[src/rtl/console_vram_ctrl_pkg.sv]
// Shared console constants: screen geometry, control codes and FSM state encoding.
package console_vram_ctrl_pkg;

  localparam int SCREEN_W = 40;
  localparam int SCREEN_H = 30;
  localparam int ADDR_W   = 11;
  localparam int COL_W    = 6;
  localparam int ROW_W    = 5;

  localparam logic [7:0] CH_CR    = 8'h0D;
  localparam logic [7:0] CH_LF    = 8'h0A;
  localparam logic [7:0] CH_BS    = 8'h08;
  localparam logic [7:0] CH_PR_LO = 8'h20;
  localparam logic [7:0] CH_PR_HI = 8'h7E;
  localparam logic [7:0] CH_FILL  = 8'h20;

  typedef enum logic [2:0] {
    S_IDLE,
    S_EXEC,
    S_WRITE,
    S_CLRLINE,
    S_CLRALL
  } state_t;

endpackage

[src/rtl/console_cursor.sv]
// Cursor position registers with terminal controls and a shift-add cell address.
module console_cursor
  import console_vram_ctrl_pkg::*;
#(
  parameter int screenW = SCREEN_W,
  parameter int screenH = SCREEN_H
) (
  input  logic              clk,
  input  logic              rst_n,
  input  logic              adv,
  input  logic              cr,
  input  logic              lf,
  input  logic              bs,
  input  logic              home,
  output logic [COL_W-1:0]  cursor_x,
  output logic [ROW_W-1:0]  cursor_y,
  output logic              last_col,
  output logic              wrap,
  output logic [ADDR_W-1:0] row_base,
  output logic [ADDR_W-1:0] cell_addr
);

  localparam logic [ADDR_W-1:0] W_BITS = ADDR_W'(screenW);

  // Constant multiply by the row width as a sum of shifted copies of the row.
  function automatic logic [ADDR_W-1:0] row_offset(input logic [ROW_W-1:0] y);
    logic [ADDR_W-1:0] acc;
    acc = '0;
    for (int b = 0; b < ADDR_W; b++) begin
      if (W_BITS[b]) acc = acc + (ADDR_W'(y) << b);
    end
    return acc;
  endfunction

  logic [ROW_W-1:0] next_row;

  assign last_col  = (cursor_x == COL_W'(screenW - 1));
  assign wrap      = (cursor_y == ROW_W'(screenH - 1));
  assign next_row  = wrap ? '0 : cursor_y + ROW_W'(1);
  assign row_base  = row_offset(cursor_y);
  assign cell_addr = row_base + ADDR_W'(cursor_x);

  always_ff @(posedge clk or negedge rst_n) begin
    if (!rst_n) begin
      cursor_x <= '0;
      cursor_y <= '0;
    end else if (home) begin
      cursor_x <= '0;
      cursor_y <= '0;
    end else if (adv) begin
      if (last_col) begin
        cursor_x <= '0;
        cursor_y <= next_row;
      end else begin
        cursor_x <= cursor_x + COL_W'(1);
      end
    end else if (lf) begin
      cursor_x <= '0;
      cursor_y <= next_row;
    end else if (cr) begin
      cursor_x <= '0;
    end else if (bs && cursor_x != '0) begin
      cursor_x <= cursor_x - COL_W'(1);
    end
  end

endmodule

[src/rtl/console_vram_ctrl.sv]
// Text VRAM arbiter and terminal FSM: display reads always win, the character writer fills free cycles.
module console_vram_ctrl
  import console_vram_ctrl_pkg::*;
#(
  parameter int         screenW   = SCREEN_W,
  parameter int         screenH   = SCREEN_H,
  parameter logic [7:0] fill_char = CH_FILL
) (
  input  logic              px_clk,
  input  logic              rst_n,
  input  logic              disp_req,
  input  logic [ADDR_W-1:0] disp_addr,
  input  logic [7:0]        char_i,
  input  logic              char_valid,
  output logic              char_ready,
  input  logic              clear_req,
  output logic [ADDR_W-1:0] vram_addr,
  output logic              vram_we,
  output logic [7:0]        vram_din,
  output logic [COL_W-1:0]  cursor_x,
  output logic [ROW_W-1:0]  cursor_y,
  output logic              busy
);

  state_t            state, state_nxt;
  logic [7:0]        hold, hold_nxt;
  logic              bs_wr, bs_wr_nxt;
  logic [ADDR_W-1:0] cnt, cnt_nxt;
  logic              pend;
  logic              clr_done;
  logic              free;

  logic              adv, cr, lf, bs, home;
  logic              last_col, wrap;
  logic [ADDR_W-1:0] row_base, cell_addr;

  logic              write_need;
  logic [ADDR_W-1:0] waddr;
  logic [7:0]        wdata;

  console_cursor #(
    .screenW (screenW),
    .screenH (screenH)
  ) u_cursor (
    .clk       (px_clk),
    .rst_n     (rst_n),
    .adv       (adv),
    .cr        (cr),
    .lf        (lf),
    .bs        (bs),
    .home      (home),
    .cursor_x  (cursor_x),
    .cursor_y  (cursor_y),
    .last_col  (last_col),
    .wrap      (wrap),
    .row_base  (row_base),
    .cell_addr (cell_addr)
  );

  assign free       = !disp_req;
  assign char_ready = (state == S_IDLE) && !pend;
  assign busy       = (state != S_IDLE) || pend;

  always_comb begin
    state_nxt  = state;
    hold_nxt   = hold;
    bs_wr_nxt  = bs_wr;
    cnt_nxt    = cnt;
    clr_done   = 1'b0;
    adv        = 1'b0;
    cr         = 1'b0;
    lf         = 1'b0;
    bs         = 1'b0;
    home       = 1'b0;
    write_need = 1'b0;
    waddr      = cell_addr;
    wdata      = hold;
    case (state)
      S_IDLE: begin
        if (pend) begin
          state_nxt = S_CLRALL;
        end else if (char_valid) begin
          hold_nxt  = char_i;
          state_nxt = S_EXEC;
        end
      end
      S_EXEC: begin
        if (hold >= CH_PR_LO && hold <= CH_PR_HI) begin
          bs_wr_nxt = 1'b0;
          state_nxt = S_WRITE;
        end else if (hold == CH_CR) begin
          cr        = 1'b1;
          state_nxt = S_IDLE;
        end else if (hold == CH_LF) begin
          lf        = 1'b1;
          state_nxt = wrap ? S_CLRLINE : S_IDLE;
        end else if (hold == CH_BS && cursor_x != '0) begin
          // Backspace erases the cell it moves onto and does not re-advance.
          bs        = 1'b1;
          hold_nxt  = fill_char;
          bs_wr_nxt = 1'b1;
          state_nxt = S_WRITE;
        end else begin
          state_nxt = S_IDLE;
        end
      end
      S_WRITE: begin
        write_need = 1'b1;
        if (free) begin
          if (bs_wr) begin
            state_nxt = S_IDLE;
          end else begin
            adv       = 1'b1;
            state_nxt = (last_col && wrap) ? S_CLRLINE : S_IDLE;
          end
        end
      end
      S_CLRLINE: begin
        write_need = 1'b1;
        waddr      = row_base + cnt;
        wdata      = fill_char;
        if (free) begin
          if (cnt == ADDR_W'(screenW - 1)) begin
            cnt_nxt   = '0;
            state_nxt = S_IDLE;
          end else begin
            cnt_nxt = cnt + ADDR_W'(1);
          end
        end
      end
      S_CLRALL: begin
        write_need = 1'b1;
        waddr      = cnt;
        wdata      = fill_char;
        if (free) begin
          if (cnt == ADDR_W'(screenW * screenH - 1)) begin
            cnt_nxt   = '0;
            home      = 1'b1;
            clr_done  = 1'b1;
            state_nxt = S_IDLE;
          end else begin
            cnt_nxt = cnt + ADDR_W'(1);
          end
        end
      end
      default: state_nxt = S_IDLE;
    endcase
  end

  always_ff @(posedge px_clk or negedge rst_n) begin
    if (!rst_n) begin
      state     <= S_IDLE;
      bs_wr     <= 1'b0;
      cnt       <= '0;
      pend      <= 1'b0;
      vram_addr <= '0;
      vram_we   <= 1'b0;
      vram_din  <= '0;
    end else begin
      state <= state_nxt;
      bs_wr <= bs_wr_nxt;
      cnt   <= cnt_nxt;
      // A new pulse on the completing cycle stays pending as a fresh request.
      pend  <= clear_req | (pend & ~clr_done);
      if (disp_req) begin
        vram_addr <= disp_addr;
        vram_we   <= 1'b0;
      end else if (write_need) begin
        vram_addr <= waddr;
        vram_din  <= wdata;
        vram_we   <= 1'b1;
      end else begin
        vram_we <= 1'b0;
      end
    end
  end

  always_ff @(posedge px_clk) begin
    hold <= hold_nxt;
  end

endmodule

[config.mk]
export PLATFORM = sky130hd
export DESIGN_NAME = console_vram_ctrl
export DESIGN_NICKNAME = d
export VERILOG_FILES = /design/src/rtl/console_vram_ctrl_pkg.sv /design/src/rtl/console_cursor.sv /design/src/rtl/console_vram_ctrl.sv
export SDC_FILE = /design/constraint.sdc
export NUM_CORES = 1
export LEC_CHECK = 0
export BUFFER_PORTS_ARGS = -buffer_cell sky130_fd_sc_hd__buf_2
export CAP_MARGIN = 0
export CORE_MARGIN = 2
export CORE_UTILIZATION = 60
export DETAILED_ROUTE_END_ITERATION = 8
export PLACE_DENSITY = 0.85
export RECOVER_POWER = 25
export SKIP_LAST_GASP = 1
export SLEW_MARGIN = 5
export SYNTH_ARGS = -nofsm -noshare
export SYNTH_HDL_FRONTEND = slang
export SYNTH_SLANG_ARGS = --single-unit
export TNS_END_PERCENT = 100
[constraint.sdc]
create_clock -name px_clk -period 5.6 [get_ports px_clk]
set_input_delay 1.12 -clock px_clk [delete_from_list [all_inputs] [get_ports px_clk]]
set_output_delay 1.12 -clock px_clk [all_outputs]
set_load 0.005 [all_outputs]
# Word-level counts from Yosys, hierarchy flattened
# Index checks and enable logic that the tools add are counted.
# Widths: inputs -> output; s select.
[classes]
mux = 67
magnitude_cmp = 2
bitwise = 4
reduce_logical = 24
n_eq_ne = 26
n_addsub = 7
[ops]
columns = ["op", "count"]
rows = [
  ["$mux 11", 6],
  ["$mux 8", 7],
  ["$pmux 11 s2", 2],
  ["$mux 6", 6],
  ["$ne 2x2->1 const B", 13],
  ["$mux 1", 25],
  ["$mux 5", 5],
  ["$eq 8x4->1 const B", 3],
  ["$mux 3", 7],
  ["$pmux 8 s2", 1],
  ["$pmux 3 s5", 1],
  ["$mux 2", 7],
  ["$add 11x1->11 const B", 1],
  ["$add 11x11->11", 1],
  ["$add 11x6->11", 1],
  ["$add 8x10->11", 1],
  ["$eq 11x11->1 const B", 1],
  ["$eq 11x6->1 const B", 1],
  ["$ge 8x6->1 const B", 1],
  ["$le 8x7->1 const B", 1],
  ["$reduce_bool 2->1", 4],
  ["$reduce_and 7->1", 1],
  ["$add 6x1->6 const B", 1],
  ["$eq 3x2->1 const B", 2],
  ["24 further kinds", 31],
]
[word_totals]
regBits = 55
out_inout_bits = 33
in_bits = 24
word_cells = 140

# Logic depth before layout (Yosys ltp)
[depth]
depth_word = 13
depth_mapped = 11
depth_no_buf = 11

# Modules after synthesis
# A second synthesis with hierarchy kept.
[hier_totals]
cells_unflattened = 462
area_unflattened_um2 = 4020.1
[by_module_without_submodules]
columns = ["mod", "area_each_um2", "cells_per_inst", "seq_area_each_um2", "n_inst"]
rows = [
  ["console_vram_ctrl", 2771.4, 306, 1141.1, 1],
  ["console_cursor", 1248.7, 156, 275.3, 1],
]

# Worst setup path after synthesis
# No wires, ideal clock.
[synth_timing]
path_kind = "register -> register"
start = "register u_cursor.cursor_y[0]"
end = "register vram_addr[10]"
path_buffers = 0
t_required_ns = 5.476
setup_slack_ns = 3.058
path_stages_with_launch = 10
setup_time_ns = 0.124
synth_period_minus_slack_ns = 2.542
t_arrival_ns = 2.419
path_cell_list = "dfrtp_1 ha_1 fa_1 xor2_1 ha_1 nand3_1 o211ai_1 o41ai_1 or3_1 nor3b_1"
[synth_between]
elab_chain_len = 5
word_cells_on_any_way = 6
classes_between = "3 x add/sub; 3 x mux"
[synth_lines]
columns = ["item", "line", "source"]
rows = [
  ["start: declaration", "console_cursor.sv:16", "output logic [ROW_W-1:0] cursor_y,"],
  ["start signal: assignment", "console_cursor.sv:53", "cursor_y <= next_row;"],
  ["start signal: assignment", "console_cursor.sv:59", "cursor_y <= next_row;"],
  ["$add 8x10->11 (*)", "console_cursor.sv:30", "if (W_BITS[b]) acc = acc + (ADDR_W'(y) << b);"],
  ["$add 11x6->11 / $add 11x11->11 (equally long branches)", "console_cursor.sv:41, console_vram_ctrl.sv:120", ""],
  ["$pmux 11 s2 (*)", "console_vram_ctrl.sv:78", "case (state)"],
  ["$mux 11 (*)", "console_vram_ctrl.sv:168", "end else if (write_need) begin"],
  ["$mux 11 (*)", "console_vram_ctrl.sv:165", "if (disp_req) begin"],
  ["end signal: assignment", "console_vram_ctrl.sv:166", "vram_addr <= disp_addr;"],
  ["end signal: assignment", "console_vram_ctrl.sv:169", "vram_addr <= waddr;"],
  ["end: declaration", "console_vram_ctrl.sv:17", "output logic [ADDR_W-1:0] vram_addr,"],
]
# Mark *: on every way between the ends. The rest lies on a longest branch, timed or not. The select of a mux whose other input is x is not followed.
# A chain may end at the register's enable or synchronous reset.

# Final worst setup path
[layout_timing]
start = "register state[1]"
end = "register vram_addr[9]"
[layout_between]
elab_chain_len = 4
word_cells_on_any_way = 9
classes_between = "3 x eq/ne; 4 x mux; 2 x reduce/logical"
[layout_lines]
columns = ["item", "line", "source"]
rows = [
  ["start: declaration", "console_vram_ctrl.sv:25", "state_t state, state_nxt;"],
  ["start signal: assignment", "console_vram_ctrl.sv:160", "state <= state_nxt;"],
  ["$eq 3x3->1 / $eq 3x2->1 (equally long branches)", "console_vram_ctrl.sv:78", ""],
  ["$pmux 11 s2 / $reduce_or 3->1 (equally long branches)", "n/a", ""],
  ["$mux 11 / $mux 1 (equally long branches)", "console_vram_ctrl.sv:168, console_vram_ctrl.sv:78", ""],
  ["$mux 11 / $reduce_bool 2->1 (equally long branches)", "n/a", ""],
]
# Parallel ways exist; a longest one is shown, timed or not. The select of a mux whose other input is x is not followed.

==> run metrics <==
status=complete, but fails checks; violated checks=max-capacitance violations, max-slew violations; H-tree level count=2; Horiz. Die Dim=83.6 um; # diodes=0; startpoint types=register; WL/cell=17.3 um; layout cells sized above 1=0.174; Die ar.=6990 um^2; # rows=28; cell area power density=269 nW/um^2; area grow syn2layout=8.76%; Setup Buffers After CTS=0; P_leak=0.00191 uW; Syn Nets=460; clk buf depth=2; grt total ovfl=0; Req. time, crit path=5.81 ns; P_sw=409 uW; clk sinks=55; Top Ports=57; Clock Latency Late Sink=0.31 ns; slowest stage delay, CP=0.91 ns; GPL Wtd Cong=0.880; largest net degree at the start of global routing=48; highest clock rate=314 MHz; initial antenna violation count=0; RSZ-0062 raised after global routing=no; smallest hold slack=0.542 ns; drt first pass iters=4; Data arrival, critical path=3.40 ns; drt drc=0; Power, Total=1110 uW; Core Area=6030 um^2; CP Cell Sequence=nor2b_1, and3_1, ha_1, o21a_1, o31a_1, nor4_1, o21ai_0, a32o_1; root buffer selected by CTS=clkbuf_8; drt via density=6.50; NumNets Final=501; crit path kind=reg -> reg; remaining antenna violation count after routing=0; crit end category=register; CP top delay family=simple AND/OR/NAND/NOR gates; Clock Power Share=0.197; # Max-Cap Violations=1; Avg Inst Size Synth=9.09 um^2; DPL Wire Length=6660 um; Final setup viols=0; Tightest Pin Transition=2.59 ns; Comb pwr share=0.312; async set-reset flop share out of synthesis=0.855; Hold Crit Class=reg -> reg; period utilisation layout=0.569; cell count after synthesis=418; Place WS=2.50 ns; Synth Warn #=0; IO buf count=56; final WL=9260 um; post-synthesis sequential area ratio=0.373; initial core utilization=0.631; peak supply drop=0.000188 V; slowest CP cell=dfrtp_1; # resized after CTS=0; buffers and inverters on the worst path=0; # hold bufs at CTS=0; first-pass GRT wire length=15,600 um; post-route setup slack=2.41 ns; TritonCTS Buffers=5; Final Critical Period=3.19 ns; vias in the first global route=3,336; clock slew at reported path FFs=0.10 ns; CTS tree=yes; switching share of power=0.367; Iteration-0 DRC Markers=211; Synth Flop Type=dfrtp_1; internal power=705 uW; Sequential Power Share=0.491; number of flops mapped to enable cells by yosys=8; Worst slew margin=-0.729; die height=83.6 um; Fin. Hold Viols=0; vias=3,479; setup tns final=0 ns; total track usage=0.268; Max Transition Viols Final=48; #FFs+latches synth=55; Synth cell types=77; crit path max fanout=30; synthesized area=3800 um^2; worst clock skew=0.00682 ns
cell type report:
| type | count | area (um^2) |
|---|---|---|
| fill | 519 | 1890 |
| clock inverter | 2 | 12.5 |
| sequential | 55 | 1420 |
| tap | 75 | 93.8 |
| multi-input combinational | 321 | 2180 |
| clock buffer | 6 | 72.6 |
| inverter | 19 | 71.3 |
| timing repair buffer | 57 | 283 |
placed cells by master (no fill, tap or decap), drive strengths merged, types with 3 or more instances in the layout:
master and instances:
a21o 6, buf 55, a22o 15, nor3 9, and3 12, a21oi 9
o211a 3, xor2 7, o31ai 4, o21ai 24, clkbuf 8, nand2 40
inv 18, nand2b 3, nand3b 3, dfrtp 47, nand4 7, and2 3
nor2 35, or3 5, ha 16, mux2 5, nor3b 4, nand3 10
or4 4, nor2b 11, o311ai 3, a2bb2oi 3, xnor2 6, a211oi 4
o2111ai 3, a31oi 9, nor4 4, o22ai 11, o21a 4, o211ai 6
edfxtp 8
synth_stat cells, types with 2 or more instances:
cell type / n / share of area
mux2_2: 5 / 0.015
o2111ai_1: 2 / 0.0046
fa_1: 2 / 0.011
nor2_1: 33 / 0.033
a211oi_1: 4 / 0.0079
ha_1: 16 / 0.053
o211a_1: 3 / 0.0079
or3_1: 5 / 0.0082
and3b_1: 2 / 0.0046
buf_6: 5 / 0.015
o311ai_1: 2 / 0.0046
nor3_1: 9 / 0.012
a21o_1: 5 / 0.0099
nor4b_1: 2 / 0.0046
or4_1: 3 / 0.0059
xor2_1: 7 / 0.016
a22o_1: 15 / 0.035
nand3_1: 9 / 0.012
nor2b_1: 11 / 0.018
and3_1: 11 / 0.018
nand4_1: 7 / 0.012
inv_1: 18 / 0.018
nand3b_1: 3 / 0.0059
nand2b_1: 3 / 0.0049
nand4b_1: 2 / 0.0046
o31a_1: 2 / 0.0046
o31ai_1: 4 / 0.0079
clkbuf_1: 15 / 0.015
a21oi_1: 9 / 0.012
mux2i_1: 2 / 0.0053
o21ai_0: 23 / 0.030
o21a_1: 4 / 0.0079
edfxtp_1: 8 / 0.063
o21bai_1: 2 / 0.0039
xnor2_1: 6 / 0.014
o22ai_1: 11 / 0.018
a31oi_1: 9 / 0.015
o211ai_1: 6 / 0.012
nand2_1: 40 / 0.039
and2_1: 3 / 0.0049
a2bb2oi_1: 3 / 0.0069
nor4_1: 3 / 0.0049
a22oi_1: 2 / 0.0039
nor3b_1: 3 / 0.0059
dfrtp_1: 47 / 0.31
per-layer routing:
metal  GRT usage  vias to the layer above  wire length, um
met2       0.443                      152             4350
met5           0                        -                0
met3      0.0485                       13              656
met1       0.363                     1666             4140
met4      0.0762                        0              118
li1            -                     1648                -
kinds of logic (layout without fill, tap and decap cells):
family / after synthesis / after routing / share of synthesized area
simple gates: 162 / 162 / 0.233
buf+inv: 42 / 84 / 0.0527
mux: 7 / 7 / 0.0201
fa+ha+maj: 18 / 18 / 0.0632
compound gates: 121 / 121 / 0.228
flops: 55 / 55 / 0.373
xor+xnor: 13 / 13 / 0.0300
per-stage QoR:
| step | utilization | cells | area [um^2] |
|---|---|---|---|
| finish | 0.686 | 535 | 4130 |
| global route | 0.686 | 535 | 4130 |
| CTS | 0.687 | 535 | 4140 |
| detailed placement | 0.673 | 527 | 4050 |
| global placement | 0.673 | 527 | 4050 |
| floorplan | - | 418 | 3800 |
worst min-delay path, delay by kind of cell, from the launching register on:
family           cells  cell delay (ns)
flip-flops           1             0.38
AO/OA/AOI/OAI        1             0.07
AND/OR/NAND/NOR      1             0.06
power groups by stage:
stage / Clock, uW / Combinational (uW) / Sequential [uW]
floorplan: 0 / 263 / 518
global placement: 0 / 335 / 551
detailed placement: 0 / 344 / 552
CTS: 220 / 348 / 544
global route: 240 / 394 / 555
finish: 220 / 348 / 546
state kept, by name (all words and copies together), names as in the netlist:
| register | flops |
|---|---|
| u_cursor.cursor_x | 6 |
| pend | 1 |
| vram_addr | 11 |
| bs_wr | 1 |
| vram_din | 8 |
| vram_we | 1 |
| hold | 8 |
| cnt | 11 |
| state | 3 |
| u_cursor.cursor_y | 5 |
worst paths after layout:
| kind | from | endpoint | slack (ns) | depth (start not counted) |
|---|---|---|---|---|
| worst max-delay path | state[1] | vram_addr[9] | 2.41 | 8 |
| worst min-delay path | vram_addr[6] | vram_addr[6] | 0.54 | 2 |
| worst max register to register | state[1] | vram_addr[9] | 2.41 | 8 |
| worst min register to register | vram_addr[6] | vram_addr[6] | 0.54 | 2 |
| max in group asynchronous | rst_n | cnt[8] | 2.52 | 1 |
| min in group asynchronous | rst_n | u_cursor.cursor_y[1] | 1.61 | 1 |
No activity file was read; power rests on OpenSTA's default activity.
